### config.mk
export PLATFORM = sky130hd
export DESIGN_NAME = macc_dot_sequencer
export DESIGN_NICKNAME = d
export VERILOG_FILES = /design/src/rtl/macc_dot_sequencer.sv
export SDC_FILE = /design/constraint.sdc
export NUM_CORES = 1
export LEC_CHECK = 0
export ABC_AREA = 1
export CAP_MARGIN = 15
export CORE_AREA = 5 5 63 65
export CTS_BUF_LIST = sky130_fd_sc_hd__clkbuf_16
export DETAILED_ROUTE_END_ITERATION = 6
export DIE_AREA = 0 0 68 70
export DONT_BUFFER_PORTS = 1
export GPL_ROUTABILITY_DRIVEN = 1
export GPL_TIMING_DRIVEN = 0
export PLACE_DENSITY = 0.68
export SETUP_SLACK_MARGIN = 0.1
export SYNTH_ARGS = -nofsm -noshare
export SYNTH_HDL_FRONTEND = slang
export SYNTH_SLANG_ARGS = --single-unit
### constraint.sdc
create_clock -name Clk -period 3.98 [get_ports Clk]
set_input_delay 0.796 -clock Clk [delete_from_list [all_inputs] [get_ports Clk]]
set_output_delay 0.796 -clock Clk [all_outputs]
set_load 0.02 [all_outputs]
### src/rtl/macc_dot_sequencer.sv
//------------------------------------------------------------------------------
// Module      : macc_dot_sequencer
// Description : Streams operand-pair vectors into the 8x8->16 MAC and captures
//               each dot product with its term count on a valid/ready port.
// Revision    : 1.0 - initial release
//------------------------------------------------------------------------------
`timescale 1ns/1ps
`default_nettype none

module macc_dot_sequencer #(
  parameter int DATA_W    = 8,
  parameter int ACC_W     = 16,
  parameter int CNT_W     = 8,
  parameter int MAX_TERMS = 255
) (
  input  logic              Clk,
  input  logic              aclr_n,
  input  logic [DATA_W-1:0] in_a,
  input  logic [DATA_W-1:0] in_b,
  input  logic              in_valid,
  input  logic              in_last,
  output logic              in_ready,
  output logic [DATA_W-1:0] mac_dataa,
  output logic [DATA_W-1:0] mac_datab,
  output logic              mac_clken,
  output logic              mac_sload,
  input  logic [ACC_W-1:0]  mac_result,
  output logic [ACC_W-1:0]  res_data,
  output logic [CNT_W-1:0]  res_count,
  output logic              res_trunc,
  output logic              res_valid,
  input  logic              res_ready
);

  localparam logic [CNT_W-1:0] C_MAX_TERMS = CNT_W'(MAX_TERMS);

  typedef enum logic [1:0] {
    ST_IDLE    = 2'd0,
    ST_ACCUM   = 2'd1,
    ST_DRAIN   = 2'd2,
    ST_CAPTURE = 2'd3
  } state_t;

  state_t           r_state;
  state_t           w_state_nxt;
  logic [CNT_W-1:0] r_cnt;
  logic [CNT_W-1:0] w_term_num;
  logic             r_trunc_flag;
  logic             w_xfer;
  logic             w_eov;
  logic             w_capture;

  assign in_ready = (r_state == ST_IDLE) || (r_state == ST_ACCUM);
  assign w_xfer   = in_valid & in_ready;

  // Ordinal of the pair being offered; IDLE always starts a fresh vector at 1.
  assign w_term_num = (r_state == ST_IDLE) ? CNT_W'(1) : r_cnt + CNT_W'(1);
  assign w_eov      = in_last | (w_term_num == C_MAX_TERMS);

  always_comb begin
    w_state_nxt = r_state;
    mac_clken   = 1'b0;
    mac_dataa   = '0;
    mac_datab   = '0;
    mac_sload   = 1'b0;
    w_capture   = 1'b0;
    case (r_state)
      ST_IDLE, ST_ACCUM: begin
        if (w_xfer) begin
          mac_clken   = 1'b1;
          mac_dataa   = in_a;
          mac_datab   = in_b;
          mac_sload   = (r_state == ST_IDLE);
          w_state_nxt = w_eov ? ST_DRAIN : ST_ACCUM;
        end
      end
      ST_DRAIN: begin
        mac_clken   = 1'b1;
        w_state_nxt = ST_CAPTURE;
      end
      ST_CAPTURE: begin
        if (!res_valid || res_ready) begin
          w_capture   = 1'b1;
          w_state_nxt = ST_IDLE;
        end
      end
      default: w_state_nxt = ST_IDLE;
    endcase
  end

  always_ff @(posedge Clk or negedge aclr_n) begin
    if (!aclr_n) begin
      r_state      <= ST_IDLE;
      r_cnt        <= '0;
      r_trunc_flag <= 1'b0;
    end else begin
      r_state <= w_state_nxt;
      if (w_xfer) begin
        r_cnt <= w_term_num;
      end
      if (w_xfer && w_eov) begin
        r_trunc_flag <= ~in_last;
      end
    end
  end

  // A capture on the same edge as a downstream accept overwrites and stays valid.
  always_ff @(posedge Clk or negedge aclr_n) begin
    if (!aclr_n) begin
      res_data  <= '0;
      res_count <= '0;
      res_trunc <= 1'b0;
      res_valid <= 1'b0;
    end else if (w_capture) begin
      res_data  <= mac_result;
      res_count <= r_cnt;
      res_trunc <= r_trunc_flag;
      res_valid <= 1'b1;
    end else if (res_valid && res_ready) begin
      res_valid <= 1'b0;
    end
  end

endmodule

`default_nettype wire

==> results.cfg <==
[clock_network]
cts_tree = done
cts.path.max_buffers = 2
clkSinkCount = 37
cts_made_buffers = 5
postCtsSetupRepairBufs = 0
cts.clk_slew.worst_paths_ns = 0.05
ctsHoldBuffers = 0
ctsResizeCount = 0
h-tree-depth = 2
clock_latency_ns = 0.27
cts_root_buf = clkbuf_16

[layout]
fin_cells = 250
final_common_cell = dfrtp_1
final_cell_mix = 37 x dfrtp_1, 34 x nand2_1, 31 x inv_1
n_antenna_cell = 0
nNetsFinal = 242
final_util_pct = 59.1
areaGrowthSynthToFinish_pct = 10.9
drive_gt1_share_pct = 18.1
fill_cells = 268

[critical_path]
crit_buf_inv = 2
arrival_ns = 1.81
cpPeakStageDelay_ns = 0.38
cp_slowest_cell = dfrtp_1
crit_chain = inv_2 > nand2_1 > clkbuf_1 > o21ai_0
path_delay_family = buffers and inverters
cp_max_fo = 10
crit_cells = 4
ff2ff_path_depth = 10
required_ns = 3.18
startpoint_type = register
worst-setup-path-type = reg2out
end_kind = primary output

[die]
start_util_pct = 53.3
die-area_sq_um = 4760
row_count = 21
ioPinCount = 82
die_h_um = 70
core_area_sq_um = 3280
chipWidth_um = 68

[placement]
place_ws_ns = 1.37
placed_cells = 243
dp_hpwl_um = 2970
numPortBuffers = 0
gp_congestion = 0.858

[synthesis]
synth_edf_count = 0
synth_top_cell_area_share_pct = 52.9
synth_area_leader_cell = dfrtp_1
syn_nets = 235
ys_async_sr_fraction_pct = 100
ys_warn_count = 0
synth_cells = 197
ys_seq_area_share_pct = 52.9
synth_flop_cell = dfrtp_1
synth.area.top_cells = dfrtp_1 53%, mux2_2 11%, nand2_1 7.3%, inv_1 6.4%, o21ai_0 5.7%
ys_ff_latch = 37
synth.distinct_cells = 20
avgSynthCellArea_sq_um = 8.89
syn-cell-area_sq_um = 1750

[sta]
setup_ws_ns = 1.37
worstMarginPinSlew_ns = 0.671
rsz0062_at_grt = false
drv_slew = 0
slew_headroom_pct = 54.8
fmax_mhz = 384
fin_skew_ns = 0.00250
final.setup.tns_ns = 0
finalCriticalPeriod_ns = 2.61
setup_viol = 0
finalCritPeriodShare_pct = 65.5
finalHoldViolations = 0

[pwr]
power_switching_mw = 0.696
p_comb_share_pct = 28.3
swShare_pct = 42.5
power_density_nw_per_um2 = 843
clock_power_share_pct = 21.6
p_leak_nw = 0.942
p_int_mw = 0.940
peakVddDrop_mv = 0.299
pwr-share-seq_pct = 50.1

[global_route]
grt_max_degree = 38
antenna_found_initial = 0
grt.total_usage_pct = 17.0
grt_pass1_vias = 1318
grt_pass1_wl_um = 6140
gr-total-overflow = 0

[route]
detail_route.wl_per_cell_um = 15.4
vias = 1354
drc = 0
drt_iter0_markers = 71
ant_nets = 0
viasPerCell = 5.42
drt-total-wl_um = 3860
firstDrtPassIters = 4

[flow_run]
maxCapViolations = 0

[worst_hold_path]
worstHoldPathType = in2async

[run_status]
status = finished clean
logic make-up after synthesis:
family	count (synthesis)	share of synthesized area, %
AND/OR/NAND/NOR	80	20.2
buffers and inverters	38	8.29
flip-flops	37	52.9
AO/OA/AOI/OAI	24	7.00
multiplexers	17	10.9
adder cells (fa/ha/maj)	1	0.714
final timing paths:
check	startpoint	endpoint	slack (ns)
min in group Clk	r_trunc_flag$_DFFE_PN0P_	r_trunc_flag$_DFFE_PN0P_	0.48
setup reg to reg	r_cnt[0]$_DFFE_PN0P_	r_trunc_flag$_DFFE_PN0P_	2.27
max in group asynchronous	aclr_n	r_cnt[3]$_DFFE_PN0P_	3.68
hold reg to reg	r_trunc_flag$_DFFE_PN0P_	r_trunc_flag$_DFFE_PN0P_	0.48
setup / recovery	r_state[1]$_DFFE_PN0P_	mac_clken	1.37
hold / removal	aclr_n	res_count[1]$_DFFE_PN0P_	0.22
through the flow:
| step | hold slack (ns) | power [mW] | cell area (sq um) |
|---|---|---|---|
| detailed placement | 0.462 | 1.29 | 1810 |
| global placement | 0.463 | 1.25 | 1810 |
| CTS | 0.209 | 1.65 | 1940 |
| floorplan | 0.438 | 1.16 | 1750 |
| global route | 0.204 | 1.74 | 1940 |
| finish | 0.215 | 1.64 | 1940 |
layer usage:
metal / vias to the layer above / GRT usage [%] / wire [um]
met5: - / 0 / 0
met4: 0 / 8.39 / 93
met3: 10 / 6.41 / 411
met2: 84 / 26.9 / 1910
met1: 633 / 19.9 / 1450
li1: 627 / - / -
flip-flops by register name, summed over array words and instances (netlist names):
| signal | flops |
|---|---|
| res_trunc | 1 |
| res_data | 16 |
| r_trunc_flag | 1 |
| res_count | 8 |
| res_valid | 1 |
| r_cnt | 8 |
| r_state | 2 |
final cells by class:
| class | instances | area [sq um] | share of cell area [%] |
|---|---|---|---|
| tap | 46 | 57.6 | 2.96 |
| buffer | 5 | 21.3 | 1.10 |
| clock inverter | 2 | 7.51 | 0.387 |
| sequential | 37 | 926 | 47.7 |
| inverter | 33 | 124 | 6.38 |
| multi-input combinational | 122 | 681 | 35.1 |
| clock buffer | 5 | 125 | 6.44 |
cells in the mapped netlist (2+ instances only):
cell,instances
o21ai_0,20
inv_2,2
mux2_2,17
nor2_2,4
nor2_1,22
inv_1,30
o21ai_1,2
buf_2,2
dfrtp_1,37
clkbuf_1,3
nand2_1,34
nand2_2,5
nand3_1,12
power groups by stage:
stage / combinational (mW) / sequential (mW) / clock, mW
4_1_cts: 0.467 / 0.822 / 0.360
3_5_place_dp: 0.462 / 0.827 / 0
3_3_place_gp: 0.437 / 0.813 / 0
2_1_floorplan: 0.387 / 0.778 / 0
6_report: 0.463 / 0.821 / 0.353
5_1_grt: 0.520 / 0.843 / 0.375
Power figures use the tool's default switching activity.
